[config.mk]
export PLATFORM = sky130hd
export DESIGN_NAME = mainfsm
export DESIGN_NICKNAME = d
export VERILOG_FILES = /design/src/rtl/cpu_pkg.sv /design/src/rtl/mainfsm.sv
export SDC_FILE = /design/constraint.sdc
export NUM_CORES = 1
export LEC_CHECK = 0
export BUFFER_PORTS_ARGS = -buffer_cell sky130_fd_sc_hd__buf_2
export CAP_MARGIN = 20
export CORE_AREA = 5 5 42 44
export DETAILED_ROUTE_END_ITERATION = 7
export DIE_AREA = 0 0 47 49
export SLEW_MARGIN = 20
export SYNTH_ARGS = -nofsm -noshare
export SYNTH_HDL_FRONTEND = slang
export SYNTH_SLANG_ARGS = --single-unit
[constraint.sdc]
create_clock -name iClk -period 2.7 [get_ports iClk]
set_input_delay 0.135 -clock iClk [delete_from_list [all_inputs] [get_ports iClk]]
set_output_delay 0.135 -clock iClk [all_outputs]
set_load 0.05 [all_outputs]
[src/rtl/cpu_pkg.sv]
// Shared control-unit definitions: main FSM state encodings, opcode classes
// and datapath select codes.
package cpu_pkg;

   localparam int unsigned STATE_ENC_W = 4;
   localparam int unsigned OP_W        = 2;
   localparam int unsigned FUNCT_W     = 6;
   localparam int unsigned SEL_W       = 2;

   typedef enum logic [STATE_ENC_W-1:0] {
      FETCH    = 4'd0,
      DECODE   = 4'd1,
      MEMADR   = 4'd2,
      MEMREAD  = 4'd3,
      MEMWB    = 4'd4,
      MEMWRITE = 4'd5,
      EXECUTER = 4'd6,
      EXECUTEI = 4'd7,
      ALUWB    = 4'd8,
      BRANCH   = 4'd9,
      UNDEF    = 4'd10
   } statetype;

   localparam logic [OP_W-1:0] OP_DP  = 2'b00;
   localparam logic [OP_W-1:0] OP_MEM = 2'b01;
   localparam logic [OP_W-1:0] OP_BR  = 2'b10;

   localparam logic [SEL_W-1:0] SRCB_REG  = 2'b00;
   localparam logic [SEL_W-1:0] SRCB_IMM  = 2'b01;
   localparam logic [SEL_W-1:0] SRCB_FOUR = 2'b10;

   localparam logic [SEL_W-1:0] RES_ALUOUT = 2'b00;
   localparam logic [SEL_W-1:0] RES_DATA   = 2'b01;
   localparam logic [SEL_W-1:0] RES_ALU    = 2'b10;

endpackage

[src/rtl/mainfsm.sv]
// Multicycle main control FSM (Moore). Define MAINFSM_UNDEF_TRAP_EN to trap
// Op=11 in a sticky UNDEF state; otherwise Op=11 retires as a 2-cycle NOP.
module mainfsm
   import cpu_pkg::*;
#(
   parameter int unsigned STATE_W = 4
) (
   input  logic               iClk,
   input  logic               iReset,
   input  logic [1:0]         iOp,
   input  logic [5:0]         iFunct,
   output logic               oIRWrite,
   output logic               oAdrSrc,
   output logic               oALUSrcA,
   output logic [1:0]         oALUSrcB,
   output logic [1:0]         oResultSrc,
   output logic               oALUOp,
   output logic               oNextPC,
   output logic               oRegW,
   output logic               oMemW,
   output logic               oBranch,
   output logic               oUndef,
   output logic [STATE_W-1:0] oState
);

   localparam logic [STATE_W-1:0] S_FETCH    = STATE_W'(FETCH);
   localparam logic [STATE_W-1:0] S_DECODE   = STATE_W'(DECODE);
   localparam logic [STATE_W-1:0] S_MEMADR   = STATE_W'(MEMADR);
   localparam logic [STATE_W-1:0] S_MEMREAD  = STATE_W'(MEMREAD);
   localparam logic [STATE_W-1:0] S_MEMWB    = STATE_W'(MEMWB);
   localparam logic [STATE_W-1:0] S_MEMWRITE = STATE_W'(MEMWRITE);
   localparam logic [STATE_W-1:0] S_EXECUTER = STATE_W'(EXECUTER);
   localparam logic [STATE_W-1:0] S_EXECUTEI = STATE_W'(EXECUTEI);
   localparam logic [STATE_W-1:0] S_ALUWB    = STATE_W'(ALUWB);
   localparam logic [STATE_W-1:0] S_BRANCH   = STATE_W'(BRANCH);
`ifdef MAINFSM_UNDEF_TRAP_EN
   localparam logic [STATE_W-1:0] S_UNDEF    = STATE_W'(UNDEF);
`endif

   logic [STATE_W-1:0] r_state;
   logic [STATE_W-1:0] w_next_state;
   logic               w_funct_unused;

   // Funct[4:1] belong to the ALU decoder, not to sequencing.
   assign w_funct_unused = ^iFunct[4:1];

   always_ff @(posedge iClk or negedge iReset) begin
      if (!iReset) r_state <= S_FETCH;
      else         r_state <= w_next_state;
   end

   // Next state; iOp/iFunct only matter in DECODE and MEMADR.
   always_comb begin
      w_next_state = S_FETCH;
      case (r_state)
         S_FETCH:    w_next_state = S_DECODE;
         S_DECODE: begin
            case (iOp)
               OP_MEM:  w_next_state = S_MEMADR;
               OP_DP:   w_next_state = iFunct[5] ? S_EXECUTEI : S_EXECUTER;
               OP_BR:   w_next_state = S_BRANCH;
`ifdef MAINFSM_UNDEF_TRAP_EN
               default: w_next_state = S_UNDEF;
`else
               default: w_next_state = S_FETCH;
`endif
            endcase
         end
         S_MEMADR:   w_next_state = iFunct[0] ? S_MEMREAD : S_MEMWRITE;
         S_MEMREAD:  w_next_state = S_MEMWB;
         S_MEMWB:    w_next_state = S_FETCH;
         S_MEMWRITE: w_next_state = S_FETCH;
         S_EXECUTER: w_next_state = S_ALUWB;
         S_EXECUTEI: w_next_state = S_ALUWB;
         S_ALUWB:    w_next_state = S_FETCH;
         S_BRANCH:   w_next_state = S_FETCH;
`ifdef MAINFSM_UNDEF_TRAP_EN
         S_UNDEF:    w_next_state = S_UNDEF;
`endif
         default:    w_next_state = S_FETCH;
      endcase
   end

   // Moore outputs; illegal encodings fall to the all-zero defaults.
   always_comb begin
      oIRWrite   = 1'b0;
      oAdrSrc    = 1'b0;
      oALUSrcA   = 1'b0;
      oALUSrcB   = SRCB_REG;
      oResultSrc = RES_ALUOUT;
      oALUOp     = 1'b0;
      oNextPC    = 1'b0;
      oRegW      = 1'b0;
      oMemW      = 1'b0;
      oBranch    = 1'b0;
      oUndef     = 1'b0;
      case (r_state)
         S_FETCH: begin
            oIRWrite   = 1'b1;
            oALUSrcA   = 1'b1;
            oALUSrcB   = SRCB_FOUR;
            oResultSrc = RES_ALU;
            oNextPC    = 1'b1;
         end
         S_DECODE: begin
            oALUSrcA   = 1'b1;
            oALUSrcB   = SRCB_FOUR;
            oResultSrc = RES_ALU;
         end
         S_MEMADR: begin
            oALUSrcB   = SRCB_IMM;
         end
         S_MEMREAD: begin
            oAdrSrc    = 1'b1;
         end
         S_MEMWRITE: begin
            oAdrSrc    = 1'b1;
            oMemW      = 1'b1;
         end
         S_MEMWB: begin
            oResultSrc = RES_DATA;
            oRegW      = 1'b1;
         end
         S_EXECUTER: begin
            oALUSrcB   = SRCB_REG;
            oALUOp     = 1'b1;
         end
         S_EXECUTEI: begin
            oALUSrcB   = SRCB_IMM;
            oALUOp     = 1'b1;
         end
         S_ALUWB: begin
            oRegW      = 1'b1;
         end
         S_BRANCH: begin
            oALUSrcB   = SRCB_IMM;
            oResultSrc = RES_ALU;
            oBranch    = 1'b1;
         end
`ifdef MAINFSM_UNDEF_TRAP_EN
         S_UNDEF: begin
            oUndef     = 1'b1;
         end
`endif
         default: ;
      endcase
   end

   assign oState = r_state;

endmodule
==> results.md, run 1 <==
Timing:
- Based on the critical path, the design can be clocked at up to 0.580 GHz.
- The final-report max-slew violation count is 0.
- The shortest clock period the worst path allows after layout is 1720 ps.
- The setup TNS after final layout is 0 ps.
- Clock skew on the completed layout was measured at 2.87 ps.
- The share of the clock period used by the worst path is 63.8%.
- The total count of hold-check failures in the final report is 0.
- Setup repair after global routing left no endpoint under its margin.
- The total of endpoints with negative setup slack in the final report is 0.

Floorplan:
- The placeable core region is 1400 µm².
- The effective utilization at floorplan is 26.5%.
- The initialized floorplan defines 14 standard-cell rows.
- In this run the horizontal extent of the chip is 47 µm.
- The die covers 2300 µm².
- From bottom edge to top edge, the die measures 49 µm.
- The I/O pin total is 27.

Setup path:
- The worst register-to-register path begins at oState[1]$_DFF_PN0_.
- The origin of the worst setup path is oState[0]$_DFF_PN0_.
- The worst setup path is captured at a primary output.
- STA classifies the critical path startpoint as a flip-flop.
- Setup slack on the worst reg-to-reg path comes out at 1550 ps.
- The arrival time at the worst endpoint is 1590 ps.
- For the worst setup path, the data required time is 2570 ps.
- The worst reg2reg path endpoint is oState[1]$_DFF_PN0_.
- The number of cells traversed by the worst register-to-register path is 3.
- The maximum fanout along the worst path is 11.
- The type of the worst setup path is flip-flop to primary output.
- Following the worst setup path forward leads to its endpoint at oALUSrcB[0].

Route:
- The total length of routed wires is 880 µm.
- Dividing the detail-routed via count by the number of cells gives 4.56.
- The average routed wire per standard cell is 11.3 µm.
- The first detailed-routing pass took 4 iterations.
- The detailed-route DRC error count is 0.
- The residual antenna-violating net count after detailed routing is 0.
- The via total after detailed routing is 356.
- The number of DRC violations after detailed-routing iteration 0 is 3.

Outcome:
- The run finished with clean final reports.

Clock tree:
- The number of buffers inserted during clock tree synthesis is 3.
- The worst-case clock buffer depth is 2.
- The tree built by TritonCTS fans out to 4 sinks.
- The insertion delay of the later-clocked pin in the worst-skew pair is 230 ps.
- In this run the number of H-tree levels came out at 1.
- The clock-pin slew reported for the worst setup and hold paths after clock tree synthesis is 30 ps.
- The TritonCTS clock tree is built.
- The root buffer cell chosen for the clock tree is sky130_fd_sc_hd__clkbuf_4.

Min path:
- The worst hold path class is input pin to flip-flop.
- The worst hold path was traced through 3 stages.

Finish:
- The register with the most flip-flops in the layout has 4 of them.
- The number of filler instances in the final layout is 161.
- The number of antenna diodes in the final layout is 0.
- The area growth from synthesis to layout is 27.3%.
- The proportion of layout cells with a drive suffix above 1 is 53.2%.
- The post-layout net count is 74.

Global routing:
- The pin count of the biggest net entering global routing is 16.
- Global routing used 8.76% of the available tracks across all layers.
- The number of global-route vias before repair is 332.
- The first global-routing pass estimated 1.46 mm of wire.
- The number of antenna violations at the first check in global routing is 0.
- The final global-route overflow total is 0.

Synthesis:
- The cell area after synthesis is 372 µm².
- After synthesis, the largest area contributor takes up 26.9% of total cell area.
- After synthesis, the cell types taking the most area are sky130_fd_sc_hd__dfrtp_1 (27%), sky130_fd_sc_hd__buf_6 (9.1%), sky130_fd_sc_hd__nor3b_2 (6.7%).
- The synthesized netlist net count is 53.
- The share of synthesized registers carrying an async set or reset is 100%.
- The share of the yosys chip area belonging to registers is 26.9%.
- The Yosys step of the flow raised 0 warnings.
- A synthesized cell averages 8.64 µm².
- The register bit total from synthesis is 4.
- The largest area contributor in the synthesized netlist is sky130_fd_sc_hd__dfrtp_1.
- After synthesis, the netlist uses 23 different library cells.
- Among all flip-flop cells after synthesis, the most frequent one is sky130_fd_sc_hd__dfrtp_1.
- The number of flops mapped to enable cells by yosys is 0.
- The cell count after synthesis is 43.

Placed design:
- Routability-driven placement finished with a final weighted congestion of 0.701.
- The HPWL after detailed placement is 664 µm.
- Port buffering added 21 buffers.

Run:
- Across the run, the number of max-cap violations was 0.
[layout by cell type, fill, tap and decap left out]
master,count
sky130_fd_sc_hd__nand2b_2,1
sky130_fd_sc_hd__or2b_1,1
sky130_fd_sc_hd__inv_1,2
sky130_fd_sc_hd__a31o_1,1
sky130_fd_sc_hd__o31ai_1,1
sky130_fd_sc_hd__buf_2,21
sky130_fd_sc_hd__o21ai_2,1
sky130_fd_sc_hd__dlygate4sd3_1,1
sky130_fd_sc_hd__o21ai_0,2
sky130_fd_sc_hd__o22a_1,1
sky130_fd_sc_hd__dfrtp_1,4
sky130_fd_sc_hd__nand2b_1,1
sky130_fd_sc_hd__nor3_2,1
sky130_fd_sc_hd__nor2_2,2
sky130_fd_sc_hd__nand2_1,2
sky130_fd_sc_hd__xor2_1,1
sky130_fd_sc_hd__nor3b_2,2
sky130_fd_sc_hd__nor2_1,6
sky130_fd_sc_hd__or2_1,1
sky130_fd_sc_hd__conb_1,1
sky130_fd_sc_hd__xnor2_1,2
sky130_fd_sc_hd__clkbuf_4,3
sky130_fd_sc_hd__a21oi_2,2
sky130_fd_sc_hd__nor3_1,2
[metrics by stage]
stage	area, µm²	hold WS (ps)	setup WS [ps]	util, %	instances
finish	473	176	977	33.8	78
global route	473	182	863	33.8	78
CTS	473	170	952	33.8	78
detailed placement	440	-57.9	1210	31.4	74
global placement	440	-59.3	1230	31.4	74
floorplan	372	-161	452	-	43
[area by class of cell]
class                      count  area (µm²)  share of cell area (%)
multi-input combinational     31         208                    43.9
timing repair buffer          22         115                    24.3
sequential                     4         100                    21.2
clock buffer                   3        22.5                    4.76
tap                           16        20.0                    4.23
inverter                       2        7.51                    1.59
[layer usage]
| layer | wire length, µm | vias up | track usage (%) |
|---|---|---|---|
| met3 | 122 | 2 | 6.27 |
| met5 | 0 | - | 0 |
| met4 | 8 | 0 | 2.76 |
| met1 | 382 | 155 | 11.1 |
| li1 | - | 179 | - |
| met2 | 366 | 20 | 11.5 |
[worst max-delay path, stage by stage, from the launching register on]
cell and delay [ps]:
sky130_fd_sc_hd__dfrtp_1 570, sky130_fd_sc_hd__nor3b_2 260, sky130_fd_sc_hd__nand2_1 120, sky130_fd_sc_hd__o31ai_1 90, sky130_fd_sc_hd__buf_2 300
[cells by family (layout without fill, tap and decap cells)]
family,after synthesis,in the layout,synth area share [%]
flops,4,4,26.9
other cells,1,1,1.01
simple gates,19,19,31.3
buf+inv,8,27,17.2
xor+xnor,3,3,7.07
compound gates,8,8,16.5
[worst min-delay path by stage]
stage                           to  slack, ps       from
2_1_floorplan  oState[0]$_DFF_PN0_       -160     iReset
3_3_place_gp   oState[0]$_DFF_PN0_        -60     iReset
3_5_place_dp   oState[0]$_DFF_PN0_        -60     iReset
4_1_cts        oState[2]$_DFF_PN0_        170  iFunct[0]
5_1_grt        oState[2]$_DFF_PN0_        180  iFunct[0]
6_report       oState[2]$_DFF_PN0_        180  iFunct[0]
[synthesized netlist by cell type, types with 2 or more instances]
library cell and n:
sky130_fd_sc_hd__a21oi_2 2, sky130_fd_sc_hd__buf_4 3, sky130_fd_sc_hd__buf_6 3, sky130_fd_sc_hd__dfrtp_1 4, sky130_fd_sc_hd__inv_1 2, sky130_fd_sc_hd__nand2_1 2, sky130_fd_sc_hd__nor2_1 6, sky130_fd_sc_hd__nor2_2 2
sky130_fd_sc_hd__nor3_1 2, sky130_fd_sc_hd__nor3b_2 2, sky130_fd_sc_hd__o21ai_0 2, sky130_fd_sc_hd__xnor2_1 2
[repair_timing]
item                                   in CTS  in global routing
resized for setup                           0                  0
endpoints found under the hold margin       4                  0
hold buffers                                1                  0
buffers inserted                            0                  0
Power of run 1 is not shown: default switching activity piles up to over one toggle a cycle in this logic, so the estimate is an artifact.
==> inputs of run 2 (changes only) <==
clock period = 1.4 ns   (was 2.7 ns; I/O delays follow)
==> results.md, run 2 (synthesized netlist as in run 1, its figures left out) <==
Min path:
- The startpoint identified for the worst hold timing path is iFunct[0].
- The worst hold path class is input pin to flip-flop.
- The worst hold path cell count is 3 (unchanged).
- The worst hold path terminates at oState[2]$_DFF_PN0_.

Outcome:
- The flow ran to the end, but the final reports show violations.
- The checks that failed: setup timing.

Clock tree:
- The insertion delay of the later-clocked pin in the worst-skew pair is 250 ps (+20 ps).
- The maximum level of the CTS H-tree is 1 (unchanged).
- The clock-pin slew reported for the worst setup and hold paths after clock tree synthesis is 50 ps (+20 ps).
- The root buffer cell is sky130_fd_sc_hd__clkbuf_4.
- The number of buffers inserted during clock tree synthesis was 3 (unchanged).
- The worst-case clock buffer depth is 2 (unchanged).
- The sink count of the clock tree is 4 (unchanged).
- The TritonCTS clock tree is built.

Finish:
- The proportion of layout cells with a drive suffix above 1 came to 77.6% (+24 points).
- From synthesis to final layout, the design area changed by 102%.
- The number of filler instances in the final layout is 133 (-17%).
- Leaving out fill and tap cells, the most frequent cell in the layout is sky130_fd_sc_hd__buf_4.
- The combined flip-flop and latch cell area is 105 µm² (+5.0%).
- The count of inserted antenna diode cells was 0 (unchanged).
- The post-layout net count is 87 (+18%).
- The flip-flop count of the largest register, all copies and words added is 4 (unchanged).
- Leaving out fill and tap cells, the most frequent cells in the layout are sky130_fd_sc_hd__buf_4 (12), sky130_fd_sc_hd__buf_6 (11), sky130_fd_sc_hd__buf_2 (9), sky130_fd_sc_hd__nor2_1 (5).
- The area occupied by multi-input gates is 292 µm² (+40%).

Timing:
- The total of endpoints with negative setup slack in the final report is 5 (+5).
- The worst path setup slack after routing is -75.5 ps (-1050 ps).
- The achievable clock frequency is 0.678 GHz.
- Setup repair after global routing could not meet its margin everywhere.
- The share of the clock period used by the worst path is 105%.
- The final-report max-slew violation count is 0 (unchanged).
- The worst clock skew is 18.1 ps (+15.3 ps).
- The routed design could run at a clock period as short as 1480 ps.
- The total count of hold-check failures in the final report came to 0 (unchanged).
- The setup TNS after final layout is -213 ps (-213 ps).

Run:
- The max-cap check violation count was 0 (unchanged).

Setup path:
- The worst reg2reg path endpoint is oState[3]$_DFF_PN0_.
- The biggest cell delay along the critical path is 450 ps (-120 ps).
- The maximum fanout along the worst path is 5 (-6).
- The worst setup path is launched from a flip-flop.
- The signal on the critical path passes through or2_4 -> nor3_4 -> buf_6.
- The slowest stage of the critical path is the sky130_fd_sc_hd__dfrtp_2 cell.
- The sort of element at the end of the critical path is a primary output.
- The largest delay contributor family on the critical path is simple AND/OR/NAND/NOR gates.
- The count of buffer and inverter cells on the critical path is 1 (unchanged).
- The type of the worst setup path is flip-flop to primary output.
- The number of cells traversed by the worst register-to-register path is 4 (+1).
- The arrival time at the worst endpoint is 1410 ps (-180 ps).
- The required time reported for the critical path endpoint is 1330 ps (-1240 ps).
- The minimum setup slack among reg-to-reg paths is 310 ps (-1240 ps).
- In this run the critical register-to-register path is launched from oState[2]$_DFF_PN0_.

Global routing:
- The number of global-route vias before repair came to 432 (+30%).
- The layer with the highest usage is met2.
- The number of antenna violations at the first check in global routing came to 0 (unchanged).
- The overall fraction of global-route tracks in use is 10.9% (+2.1 points).
- The pin count of the biggest net entering global routing is 7 (-9).
- The global routing usage on met3 came to 4.43% (-1.8 points).
- The routing usage on met1 is 12.2% (+1.1 points).
- The final global-route overflow total is 0 (unchanged).
- The met2 layer usage reported by global route is 18.3% (+6.8 points).
- The first-pass GRT wire length is 1.81 mm (+24%).

Floorplan:
- The overall die area is 2300 µm² (unchanged).
- The placeable core region is 1400 µm² (unchanged).
- The chip width was 47 µm (unchanged).
- The vertical extent of the die was 49 µm (unchanged).
- The effective utilization at floorplan is 26.5% (unchanged).
- The I/O pin total came to 27 (unchanged).
- The cell row count came to 14 (unchanged).

Route:
- The total length of routed wires is 1.10 mm (+25%).
- The residual antenna-violating net count after detailed routing was 0 (unchanged).
- The via total after detailed routing was 416 (+17%).
- The average routed wire per standard cell was 11.9 µm (+5.9%).
- The number of DRC violations after detailed-routing iteration 0 was 3 (unchanged).
- The detailed-route DRC error count is 0 (unchanged).
- The count of TritonRoute iterations in the first routing pass is 3 (-1).
- The via count normalized by instance count was 4.52 (-0.93%).

Placed design:
- The global placement routability congestion is 0.731 (+4.2%).
- The detailed-placement wirelength estimate is 769 µm (+16%).
- The number of input and output port buffers inserted is 21 (unchanged).
-- run 2: cell count changes in the layout (fill, tap and decap cells not counted), sizes merged --
cell      change
clkbuf        +2
clkinvlp      +1
inv           -1
buf          +12
-- run 2: stage by stage --
stage	utilization (%)	setup slack (ps)	hold WS (ps)	instance area (µm²)	cells
final	53.6	-75.5	76.0	751	92
after global routing	53.6	-138	77.4	751	92
after CTS	51.6	-99.4	71.3	723	91
after detailed placement	38.9	49.3	-122	546	80
after global placement	38.9	51.1	-126	546	80
after floorplan	-	-419	-226	435	43
-- run 2: how the worst max path moves through the flow --
stage,startpoint,to,slack [ps],cells after the start
floorplan,oState[2]$_DFF_PN0_,oNextPC,-420,5
global placement,oState[0]$_DFF_PN0_,oALUSrcB[0],50,4
detailed placement,oState[0]$_DFF_PN0_,oALUSrcB[0],50,4
CTS,oState[2]$_DFF_PN0_,oNextPC,-100,3
global route,oState[2]$_DFF_PN0_,oIRWrite,-140,3
finish,oState[2]$_DFF_PN0_,oIRWrite,-80,3
-- run 2: metal layers --
metal / wire (µm) / part of all wire, %
met4: 11 / 1.0
met2: 620 / 56
met5: 0 / 0
met1: 403 / 37
met3: 64 / 5.8
-- run 2: layout make-up --
class / instances / share of cell area, %
tap: 16 / 2.67
sequential: 4 / 14.0
clock buffer: 4 / 3.50
timing repair buffer: 35 / 39.5
multi-input combinational: 31 / 38.8
inverter: 2 / 1.50
-- run 2: what timing repair did --
item,CTS,global route
hold buffers,1,0
pin swaps,3,2
buffers inserted,6,1
endpoints found under the setup margin,12,12
resized for setup,23,7
hold endpoints to repair,4,0
-- run 2: worst min-delay path, stage by stage --
cell and delay, ps:
sky130_fd_sc_hd__buf_2 90, sky130_fd_sc_hd__or2b_1 100, sky130_fd_sc_hd__a21oi_2 50
Power of run 2 is left out for the same reason.
==> inputs of run 3 (changes only) <==
BUFFER_PORTS_ARGS = -buffer_cell sky130_fd_sc_hd__clkbuf_2   (was -buffer_cell sky130_fd_sc_hd__buf_2)
clock period = 1.7 ns   (was 1.4 ns; I/O delays follow)
==> results.md, run 3 (synthesized netlist as in run 1, its figures left out) <==
Finish:
- The number of filler instances in the final layout is 165 (+24%).
- The library cell used most frequently in the layout, excluding fill and tap cells, is sky130_fd_sc_hd__clkbuf_2.
- The proportion of layout cells with a drive suffix above 1 is 63.1% (-15 points).
- The combined flip-flop and latch cell area was 103 µm² (-2.4%).
- The post-layout net count is 76 (-13%).
- The area overhead of the layout relative to synthesis is 42.4%.
- The flip-flop count of the largest register, all copies and words added was 4 (unchanged).
- The area occupied by multi-input gates is 238 µm² (-18%).
- The count of inserted antenna diode cells came to 0 (unchanged).
- The library cells used most frequently in the layout, excluding fill and tap cells, are sky130_fd_sc_hd__clkbuf_2 (18), sky130_fd_sc_hd__nor2_1 (6), sky130_fd_sc_hd__clkbuf_4 (5).

Setup path:
- The launch instance of the worst register-to-register path is oState[0]$_DFF_PN0_.
- The minimum setup slack among reg-to-reg paths is 600 ps (+290 ps).
- The arrival time at the worst endpoint is 1480 ps (+70 ps).
- The nature of the critical path startpoint is a flip-flop.
- The most critical setup path has its startpoint at oState[3]$_DFF_PN0_.
- The critical path in this run is classified as flip-flop to primary output.
- The worst reg2reg path endpoint is oState[1]$_DFF_PN0_.
- Following the worst setup path forward leads to its endpoint at oIRWrite.
- The maximum fanout along the worst path is 8 (+3).
- The sort of element at the end of the critical path is a primary output.
- The required time reported for the critical path endpoint is 1620 ps (+290 ps).
- The number of cells traversed by the worst register-to-register path was 4 (unchanged).

Floorplan:
- The I/O pin total is 27 (unchanged).
- The placeable core region is 1400 µm² (unchanged).
- The cell row count is 14 (unchanged).
- The effective utilization at floorplan is 26.5% (unchanged).
- The vertical extent of the die is 49 µm (unchanged).
- The overall die area is 2300 µm² (unchanged).
- The chip width is 47 µm (unchanged).

Route:
- The via total after detailed routing is 367 (-12%).
- The number of DRC violations after detailed-routing iteration 0 was 4 (+1).
- The residual antenna-violating net count after detailed routing is 0 (unchanged).
- The average routed wire per standard cell is 11.3 µm (-5.4%).
- The total length of routed wires is 915 µm (-17%).
- The via count normalized by instance count is 4.53 (+0.20%).
- The detailed-route DRC error count is 0 (unchanged).
- The count of TritonRoute iterations in the first routing pass came to 2 (-1).

Clock tree:
- The worst-case clock buffer depth is 2 (unchanged).
- The root buffer cell is sky130_fd_sc_hd__clkbuf_4.
- The number of buffers inserted during clock tree synthesis is 3 (unchanged).
- The maximum level of the CTS H-tree was 1 (unchanged).
- The clock-pin slew reported for the worst setup and hold paths after clock tree synthesis is 50 ps (about the same).
- The insertion delay of the later-clocked pin in the worst-skew pair is 240 ps (about the same).
- TritonCTS built the clock tree.
- The sink count of the clock tree is 4 (unchanged).

Global routing:
- The pin count of the biggest net entering global routing came to 12 (+5).
- The final global-route overflow total is 0 (unchanged).
- The layer with the highest usage is met2.
- The first-pass GRT wire length is 1.68 mm (-6.9%).
- The met2 layer usage reported by global route is 14.5% (-3.8 points).
- The number of antenna violations at the first check in global routing is 0 (unchanged).
- The number of global-route vias before repair is 395 (-8.6%).
- The global routing usage on met3 is 3.32% (-1.1 points).
- The routing usage on met1 is 11.4% (-0.89 points).
- The overall fraction of global-route tracks in use is 10.0% (-0.85 points).

Timing:
- The shortest clock period the worst path allows after layout is 1570 ps.
- The setup TNS after final layout is 0 ps (+213 ps).
- The total of endpoints with negative setup slack in the final report is 0 (-5).
- Dividing the final minimum period by the clock period gives 92.3%.
- The worst clock skew is 10.9 ps (-7.21 ps).
- The final-report max-slew violation count was 0 (unchanged).
- Timing would allow up to 0.637 GHz.
- Setup repair after global routing left no endpoint under its margin.
- The total count of hold-check failures in the final report is 0 (unchanged).

Min path:
- The worst hold path class is input pin to flip-flop.
- The worst hold path cell count is 3 (unchanged).
- The critical hold path startpoint is iFunct[0].

Run:
- The max-cap check violation count came to 0 (unchanged).

Placed design:
- The number of input and output port buffers inserted is 21 (unchanged).
- The detailed-placement wirelength estimate was 758 µm (-1.4%).
- The global placement routability congestion is 0.657 (-10%).

Outcome:
- The flow ran to the end, and the final reports show no timing, DRC or antenna violations.
run 3: cell count changes in the layout (fill, tap and decap cells not counted), moves of 2 or more:
cell                       before  now
sky130_fd_sc_hd__buf_2          9    1
sky130_fd_sc_hd__xnor2_1        0    2
sky130_fd_sc_hd__clkbuf_2       0   18
sky130_fd_sc_hd__nor2_4         2    0
sky130_fd_sc_hd__nor3_4         3    1
sky130_fd_sc_hd__nor3_2         0    2
sky130_fd_sc_hd__buf_6         11    0
sky130_fd_sc_hd__dfrtp_1        0    2
sky130_fd_sc_hd__buf_4         12    2
sky130_fd_sc_hd__dfrtp_2        4    2
run 3: stage by stage:
stage	setup WS [ps]	util, %	hold WS [ps]	instances	area (µm²)
detailed placement	232	34.6	-103	76	485
floorplan	-134	-	-211	43	405
CTS	2.70	37.6	106	81	527
finish	130	37.8	115	81	529
global placement	249	34.6	-109	76	485
global route	9.41	37.8	108	81	529
run 3: routing by layer:
metal | vias to the layer above | part of all wire, % | wire length (µm)
met5 | - | 0 | 0
met4 | 0 | 2.0 | 18
met3 | 2 | 6.3 | 58
met2 | 14 | 49 | 452
met1 | 167 | 42 | 385
li1 | 184 | - | -
run 3: cell type report:
type / instances / share of cell area, %
multi-input cells: 31 / 44.9
repair buffers: 24 / 25.5
flip-flops and latches: 4 / 19.4
clock buffers: 4 / 4.96
well taps: 16 / 3.78
inverters: 2 / 1.42
run 3: worst max-delay path: stages, from the launching register on:
cell and delay, ps:
sky130_fd_sc_hd__dfrtp_2 470, sky130_fd_sc_hd__or2_4 330, sky130_fd_sc_hd__nor3_4 180, sky130_fd_sc_hd__clkbuf_4 250
run 3: repair_timing:
action,CTS,global route
resized for setup,2,2
hold endpoints to repair,4,0
endpoints found under the setup margin,2,6
hold buffers,1,0
setup buffers,0,0
run 3: how the worst min path moves through the flow:
stage | end | slack [ps]
4_1_cts | oState[2]$_DFF_PN0_ | 110
6_report | oState[2]$_DFF_PN0_ | 120
3_3_place_gp | oState[1]$_DFF_PN0_ | -110
3_5_place_dp | oState[1]$_DFF_PN0_ | -100
2_1_floorplan | oState[0]$_DFF_PN0_ | -210
5_1_grt | oState[2]$_DFF_PN0_ | 110
Power of run 3 is left out for the same reason.
